### src/rtl/fetch_pkg.sv
// Shared types and helpers for the fetch queue: entry layout, redirect
// source encoding and redirect target selection.
package fetch_pkg;

  // Datapath width of a queue entry; fetch_queue's XLEN must match it.
  localparam int FQ_XLEN = 32;

  typedef struct packed {
    logic [FQ_XLEN-1:0] pc;
    logic [FQ_XLEN-1:0] inst;
  } fq_entry_t;

  typedef enum logic [1:0] {
    RS_NONE = 2'd0,
    RS_SB   = 2'd1,
    RS_UJ   = 2'd2,
    RS_JALR = 2'd3
  } redirect_src_e;

  // Resolve simultaneous redirect requests: JALR wins over JAL wins over branch.
  function automatic redirect_src_e redirect_select(input logic jalr,
                                                    input logic uj_en,
                                                    input logic b_en);
    redirect_src_e src;
    if (jalr) begin
      src = RS_JALR;
    end else if (uj_en) begin
      src = RS_UJ;
    end else if (b_en) begin
      src = RS_SB;
    end else begin
      src = RS_NONE;
    end
    return src;
  endfunction

  // Compute the new fetch PC; the low two bits are forced to zero because
  // fetch is always word aligned (no misalignment trap is raised).
  function automatic logic [FQ_XLEN-1:0] redirect_target(
      input redirect_src_e      src,
      input logic [FQ_XLEN-1:0] branch_pc,
      input logic [FQ_XLEN-1:0] al,
      input logic [FQ_XLEN-1:0] uj_imm,
      input logic [FQ_XLEN-1:0] sb_imm);
    logic [FQ_XLEN-1:0] tgt;
    case (src)
      RS_JALR: tgt = al & ~{{(FQ_XLEN-1){1'b0}}, 1'b1};
      RS_UJ:   tgt = branch_pc + uj_imm;
      RS_SB:   tgt = branch_pc + sb_imm;
      default: tgt = '0;
    endcase
    return {tgt[FQ_XLEN-1:2], 2'b00};
  endfunction

endpackage

### src/rtl/fetch_queue_if.sv
// Instruction-memory port plus the valid/ready link towards decode.
interface fetch_queue_if #(
  parameter int XLEN   = 32,
  parameter int ADDR_W = 12
);
  logic              imem_en;
  logic [ADDR_W-1:0] imem_adr;
  logic [XLEN-1:0]   imem_rdata;
  logic              out_valid;
  logic              out_ready;
  logic [XLEN-1:0]   out_inst;
  logic [XLEN-1:0]   out_pc;

  // Fetch side: drives memory requests and the decode-facing head.
  modport master (
    output imem_en, imem_adr, out_valid, out_inst, out_pc,
    input  imem_rdata, out_ready
  );

  // Environment side: memory responder and decode consumer.
  modport slave (
    input  imem_en, imem_adr, out_valid, out_inst, out_pc,
    output imem_rdata, out_ready
  );
endinterface

### src/rtl/fetch_fifo.sv
// Synchronous FIFO of {pc, inst} entries with flush. The head is read
// straight out of the storage flops, so it is valid the cycle after a push.
module fetch_fifo
  import fetch_pkg::*;
#(
  parameter int DEPTH = 4,
  localparam int PTR_W = $clog2(DEPTH)
) (
  input  logic       clk,
  input  logic       reset,
  input  logic       push,
  input  fq_entry_t  push_entry,
  input  logic       pop,
  input  logic       flush,
  output fq_entry_t  head,
  output logic [PTR_W:0] count
);

  fq_entry_t        mem_q [DEPTH];
  fq_entry_t        mem_d [DEPTH];
  logic [PTR_W-1:0] wr_q, wr_d;
  logic [PTR_W-1:0] rd_q, rd_d;
  logic [PTR_W:0]   cnt_q, cnt_d;
  logic             do_pop_s;

  // Next-state for storage, pointers and occupancy; flush overrides everything.
  always_comb begin
    mem_d    = mem_q;
    wr_d     = wr_q;
    rd_d     = rd_q;
    cnt_d    = cnt_q;
    do_pop_s = pop && (cnt_q != '0);
    if (flush) begin
      wr_d  = '0;
      rd_d  = '0;
      cnt_d = '0;
    end else begin
      if (push) begin
        mem_d[wr_q] = push_entry;
        wr_d        = wr_q + PTR_W'(1);
      end else begin
        wr_d = wr_q;
      end
      if (do_pop_s) begin
        rd_d = rd_q + PTR_W'(1);
      end else begin
        rd_d = rd_q;
      end
      case ({push, do_pop_s})
        2'b10:   cnt_d = cnt_q + (PTR_W+1)'(1);
        2'b01:   cnt_d = cnt_q - (PTR_W+1)'(1);
        default: cnt_d = cnt_q;
      endcase
    end
  end

  // State registers with synchronous reset.
  always_ff @(posedge clk) begin
    if (reset) begin
      for (int i = 0; i < DEPTH; i++) begin
        mem_q[i] <= '0;
      end
      wr_q  <= '0;
      rd_q  <= '0;
      cnt_q <= '0;
    end else begin
      mem_q <= mem_d;
      wr_q  <= wr_d;
      rd_q  <= rd_d;
      cnt_q <= cnt_d;
    end
  end

  assign head  = mem_q[rd_q];
  assign count = cnt_q;

endmodule

### src/rtl/fetch_queue.sv
// Fetch stage: owns the fetch PC, issues word reads to a 1-cycle synchronous
// instruction memory and buffers the returned instructions for decode.
// At most one read is outstanding; issue is gated by a credit check so the
// queue can never overflow.
module fetch_queue
  import fetch_pkg::*;
#(
  parameter int              XLEN     = FQ_XLEN,
  parameter int              ADDR_W   = 12,
  parameter int              DEPTH    = 4,
  parameter logic [XLEN-1:0] RESET_PC = '0
) (
  input  logic            clk,
  input  logic            reset,
  input  logic            b_en,
  input  logic            UJ_en,
  input  logic            jalr,
  input  logic [XLEN-1:0] branch_pc,
  input  logic [XLEN-1:0] al,
  input  logic [XLEN-1:0] UJimm,
  input  logic [XLEN-1:0] SBimm,
  fetch_queue_if.master   bus
);

  localparam int PTR_W = $clog2(DEPTH);

  logic [XLEN-1:0]  fpc_q, fpc_d;
  logic [XLEN-1:0]  req_pc_q, req_pc_d;
  logic             inflight_q, inflight_d;

  redirect_src_e    src_s;
  logic             redirect_s;
  logic [XLEN-1:0]  target_s;
  logic             valid_s;
  logic             handshake_s;
  logic             pop_s;
  logic             push_s;
  logic             issue_s;
  logic [PTR_W+1:0] credit_s;
  logic [PTR_W:0]   count_s;
  fq_entry_t        head_s;
  fq_entry_t        push_entry_s;

  // Redirect resolution, credit check and the control strobes for the queue.
  always_comb begin
    src_s        = redirect_select(jalr, UJ_en, b_en);
    redirect_s   = (src_s != RS_NONE);
    target_s     = redirect_target(src_s, branch_pc, al, UJimm, SBimm);
    valid_s      = (count_s != '0);
    handshake_s  = valid_s && bus.out_ready;
    // A redirect discards the queue, so a same-cycle pop must not advance it.
    pop_s        = handshake_s && !redirect_s;
    credit_s     = {1'b0, count_s} + (PTR_W+2)'(inflight_q)
                 - (PTR_W+2)'(handshake_s);
    issue_s      = !reset && !redirect_s && (credit_s < (PTR_W+2)'(DEPTH));
    // The read issued last cycle returns now; a redirect kills it.
    push_s       = inflight_q && !redirect_s && !reset;
    push_entry_s = '{pc: req_pc_q, inst: bus.imem_rdata};
  end

  // Fetch PC and in-flight request bookkeeping.
  always_comb begin
    fpc_d      = fpc_q;
    req_pc_d   = req_pc_q;
    inflight_d = issue_s;
    if (redirect_s) begin
      fpc_d = target_s;
    end else if (issue_s) begin
      fpc_d    = fpc_q + XLEN'(4);
      req_pc_d = fpc_q;
    end else begin
      fpc_d = fpc_q;
    end
  end

  // Fetch-side registers with synchronous reset.
  always_ff @(posedge clk) begin
    if (reset) begin
      fpc_q      <= RESET_PC;
      req_pc_q   <= '0;
      inflight_q <= 1'b0;
    end else begin
      fpc_q      <= fpc_d;
      req_pc_q   <= req_pc_d;
      inflight_q <= inflight_d;
    end
  end

  fetch_fifo #(
    .DEPTH (DEPTH)
  ) u_fifo (
    .clk        (clk),
    .reset      (reset),
    .push       (push_s),
    .push_entry (push_entry_s),
    .pop        (pop_s),
    .flush      (redirect_s),
    .head       (head_s),
    .count      (count_s)
  );

  assign bus.imem_en   = issue_s;
  assign bus.imem_adr  = fpc_q[ADDR_W+1:2];
  assign bus.out_valid = valid_s;
  assign bus.out_inst  = valid_s ? head_s.inst : '0;
  assign bus.out_pc    = valid_s ? head_s.pc   : '0;

endmodule

### src/flat_wrapper.sv
// flat-port wrapper written by rule: the top's interface ports become plain ports
module fetch_queue_flat import fetch_pkg::*;
#(
  parameter int              XLEN     = FQ_XLEN,
  parameter int              ADDR_W   = 12,
  parameter int              DEPTH    = 4,
  parameter logic [XLEN-1:0] RESET_PC = '0
)
  (clk, reset, b_en, UJ_en, jalr, branch_pc, al, UJimm, SBimm, bus_imem_en, bus_imem_adr, bus_out_valid, bus_out_inst, bus_out_pc, bus_imem_rdata, bus_out_ready);
  fetch_queue_if #(.XLEN(XLEN), .ADDR_W(ADDR_W)) bus_i ();
  input  logic clk;
  input  logic reset;
  input  logic b_en;
  input  logic UJ_en;
  input  logic jalr;
  input  logic [XLEN-1:0] branch_pc;
  input  logic [XLEN-1:0] al;
  input  logic [XLEN-1:0] UJimm;
  input  logic [XLEN-1:0] SBimm;
  output wire logic [$bits(bus_i.imem_en)-1:0] bus_imem_en;
  output wire logic [$bits(bus_i.imem_adr)-1:0] bus_imem_adr;
  output wire logic [$bits(bus_i.out_valid)-1:0] bus_out_valid;
  output wire logic [$bits(bus_i.out_inst)-1:0] bus_out_inst;
  output wire logic [$bits(bus_i.out_pc)-1:0] bus_out_pc;
  input wire logic [$bits(bus_i.imem_rdata)-1:0] bus_imem_rdata;
  input wire logic [$bits(bus_i.out_ready)-1:0] bus_out_ready;
  assign bus_imem_en = bus_i.imem_en;
  assign bus_imem_adr = bus_i.imem_adr;
  assign bus_out_valid = bus_i.out_valid;
  assign bus_out_inst = bus_i.out_inst;
  assign bus_out_pc = bus_i.out_pc;
  assign bus_i.imem_rdata = bus_imem_rdata;
  assign bus_i.out_ready = bus_out_ready;
  fetch_queue #(.XLEN(XLEN), .ADDR_W(ADDR_W), .DEPTH(DEPTH), .RESET_PC(RESET_PC)) u_core (.clk(clk), .reset(reset), .b_en(b_en), .UJ_en(UJ_en), .jalr(jalr), .branch_pc(branch_pc), .al(al), .UJimm(UJimm), .SBimm(SBimm), .bus(bus_i));
endmodule
### config.mk
export PLATFORM = sky130hd
export DESIGN_NAME = fetch_queue_flat
export DESIGN_NICKNAME = d
export VERILOG_FILES = /design/src/rtl/fetch_pkg.sv /design/src/rtl/fetch_queue_if.sv /design/src/rtl/fetch_fifo.sv /design/src/rtl/fetch_queue.sv /design/src/flat_wrapper.sv
export SDC_FILE = /design/constraint.sdc
export NUM_CORES = 1
export LEC_CHECK = 0
export BUFFER_PORTS_ARGS = -buffer_cell sky130_fd_sc_hd__buf_2
export CORE_MARGIN = 8
export CORE_UTILIZATION = 62
export DETAILED_ROUTE_END_ITERATION = 6
export PLACE_DENSITY_LB_ADDON = 0.1
export SLEW_MARGIN = 25
export SYNTH_ARGS = -nofsm -noshare
export SYNTH_HDL_FRONTEND = slang
export SYNTH_SLANG_ARGS = --single-unit
### constraint.sdc
create_clock -name clk -period 10.6 [get_ports clk]
set_input_delay 0.53 -clock clk [delete_from_list [all_inputs] [get_ports clk]]
set_output_delay 0.53 -clock clk [all_outputs]
set_load 0.05 [all_outputs]
==> qor.yml <==
setup_path:
  timing.rr.end: "u_core.fpc_q[16]"
  end_kind: "output port"
  startpoint_type: "flop"
  endpoint: "bus_imem_en"
  startpoint: "u_core.u_fifo.count[0]"
  regToRegStartpoint: "u_core.u_fifo.count[0]"
  critPathArrivalTime_ps: 3970
  reg2reg_slack_ps: 6640
  path_max_fanout: 65
  critical_path_required_ps: 10070
  worstSetupPathType: "flop to output port"
  r2r_cells: 16
global_routing:
  antenna_found_initial: 0
  grt_max_degree: 110
  grt_pass1_wl_mm: 72.63
  grt_overflow: 0
  gr-usage-all-layers_pct: 27.60
  grt_pass1_vias: 14977
layout:
  fin_nets: 2368
  final_common_cell: "nand2_1"
  fin_cells: 2508
  final_cell_mix: "620 x nand2_1, 325 x a21oi_1, 314 x dfxtp_1"
  finish.instance_area_um2: 18590
  area_growth_pct: 14.12
  drive_gt1_share_pct: 19.47
  antenna_cells: 0
floorplanning:
  die_h_um: 178.1
  chipWidth_um: 178.1
  dieArea_um2: 31710
  start_util_pct: 62.85
  row_count: 59
  core_area_um2: 25910
  ioPinCount: 244
logic_synthesis:
  yosysTopAreaCellShare_pct: 38.84
  yosys_warnings: 0
  avgSynthCellArea_um2: 8.058
  syn-instance-count: 2021
  synth_seq_cells: 316
  async_flop_share_pct: 0
  ys.flop_type: "dfxtp_1"
  synth_area_um2: 16290
  synth_edf_count: 0
  post_synth_num_cell_types: 71
  synth_top_area_cell: "dfxtp_1"
  synth_seq_area_share_pct: 38.84
  synthTopCellsByArea: "dfxtp_1 39%, nand2_1 14%, a21oi_1 10%, mux4_2 8.6%, ha_1 3.8%"
clock_network:
  clock_latency_ps: 510
  cts_tree: "yes"
  cts_max_level: 2
  ctsHoldBuffers: 0
  clkTransAtPathRegs_ps: 60
  clockRootBuffer: "clkbuf_16"
  clock_path_buffers: 3
  cts.sinks: 316
  post_cts_buffers: 0
  cts_inserted_buffers: 34
  ctsResizeCount: 0
route:
  viasPerCell: 5.882
  drc_errors: 0
  vias: 14752
  wl_per_cell_um: 17.84
  drt_iter0_markers: 1278
  dr.pass1.iters: 5
  drt_wl_total_mm: 44.74
  final_antenna_net_count: 0
timing:
  slew_violations: 0
  timing.fmax_ghz: 0.2224
  final-hold-violation-count: 0
  rsz0062_at_grt: "no"
  finalWorstSetupSlack_ps: 6104
  tightest_slew_ps: 1070
  whs_ps: 296.8
  slew_headroom_pct: 28.65
  fin_crit_sh_pct: 42.41
  period_minus_slack_ps: 4496
  tns_ps: 0
  setup_viol: 0
  fin_skew_ps: 13.82
power_and_ir_drop:
  ir_drop_mv: 0.1334
  p_leak_nw: 7.001
  powerDensity_nw_per_um2: 146.8
placed_design:
  gp_congestion: 0.9486
  place_ws_ps: 6160
  dpl-instance-area_um2: 17420
  portBuffers: 239
  dp_hpwl_mm: 28.22
  dp_cells: 2451
worst_hold_path:
  hold_depth: 3
  hold_path_class: "primary input to flop"
status:
  status: "complete, no violations"
flow_run:
  maxCapViolations: 0
report_power, final:
group	switching, W	internal, W	leakage [nW]
Sequential	0.0000213	0.00120	2.55
Clock	0.000462	0.000744	0.570
Combinational	0.000177	0.000121	3.88
through the flow:
step | power, W | utilization [%]
finish | 0.002728 | 71.73
global route | 0.002820 | 71.73
CTS | 0.002734 | 71.69
detailed placement | 0.001541 | 67.24
global placement | 0.001537 | 67.24
floorplan | 0.001460 | -
layout make-up:
| cell class | instances | area [µm²] |
|---|---|---|
| multi-input combinational | 1516 | 9256 |
| fill | 2123 | 7326 |
| sequential | 316 | 6334 |
| timing repair buffer | 251 | 1299 |
| clock buffer | 51 | 1070 |
| tap | 335 | 419.2 |
| inverter | 33 | 123.9 |
| clock inverter | 6 | 83.83 |
Yosys cell counts (3+ instances only):
cell      number
a211o_1        6
clkbuf_1     125
mux4_2        62
nor4_1         3
o211a_1        4
and3_1        13
o21a_1        10
nor2b_1        5
a31oi_1        7
dfxtp_1      316
o221ai_1       6
a21o_1        15
and2_1        69
nor2_1        51
a221oi_1       5
o21bai_1       4
xor2_1        18
nand3_1       25
o211ai_1       4
a22oi_1       12
and4_1         4
a211oi_1      12
a21oi_1      325
buf_4         15
o21ai_0       39
nand2_1      624
o31ai_1        5
inv_1         33
buf_1         13
nor3_1         7
ha_1          49
nand4_1       12
a21boi_0       4
or3_1          3
nand2b_1       4
mux2i_1        3
o21ai_1        4
o22ai_1        4
mux2_2        33
buf_2          4
xnor2_1       19
a22o_1         5
worst min path at each step:
stage | start | endpoint | slack, ps
2_1_floorplan | u_core.u_fifo.mem_q[123] | u_core.u_fifo.mem_q[123] | 430
3_3_place_gp | u_core.u_fifo.mem_q[69] | u_core.u_fifo.mem_q[69] | 440
3_5_place_dp | u_core.u_fifo.mem_q[170] | u_core.u_fifo.mem_q[170] | 450
4_1_cts | bus_imem_rdata[0] | u_core.u_fifo.mem_q[128] | 280
5_1_grt | bus_imem_rdata[9] | u_core.u_fifo.mem_q[137] | 290
6_report | bus_imem_rdata[6] | u_core.u_fifo.mem_q[134] | 300
registers in the layout (all words and copies together), names as in the netlist:
| name | count |
|---|---|
| u_core.req_pc_q | 30 |
| u_core.u_fifo.mem_q | 248 |
| u_core.u_fifo.rd_q | 2 |
| u_core.u_fifo.wr_q | 2 |
| u_core.fpc_q | 30 |
| u_core.u_fifo.count | 3 |
| u_core.inflight_q | 1 |
layer usage:
layer | global-route usage, % | share of wire, % | up-vias
met5 | 0 | 0 | -
met4 | 9.413 | 2.2 | 0
met3 | 4.382 | 7.2 | 75
met2 | 48.70 | 50 | 569
met1 | 33.70 | 41 | 6912
li1 | - | - | 7196
worst max-delay path, cell delays in order, from the launching register on:
cell and delay, ps:
dfxtp_1 390, inv_1 100, nand3_2 80, buf_4 550, and2_1 230, ha_1 140
inv_1 40, ha_1 260, nand3b_1 110, a21oi_1 430, o31ai_4 120, inv_1 350
buf_4 340, buf_2 310
cell families after synthesis:
| group | Yosys count | share of synthesized area (%) |
|---|---|---|
| flops | 316 | 38.84 |
| xor+xnor | 37 | 1.990 |
| other cells | 1 | 0.02303 |
| fa+ha+maj | 50 | 3.888 |
| buf+inv | 190 | 4.756 |
| compound gates | 495 | 17.62 |
| simple gates | 834 | 21.83 |
| mux | 98 | 11.04 |
Power figures use the tool's default switching activity.
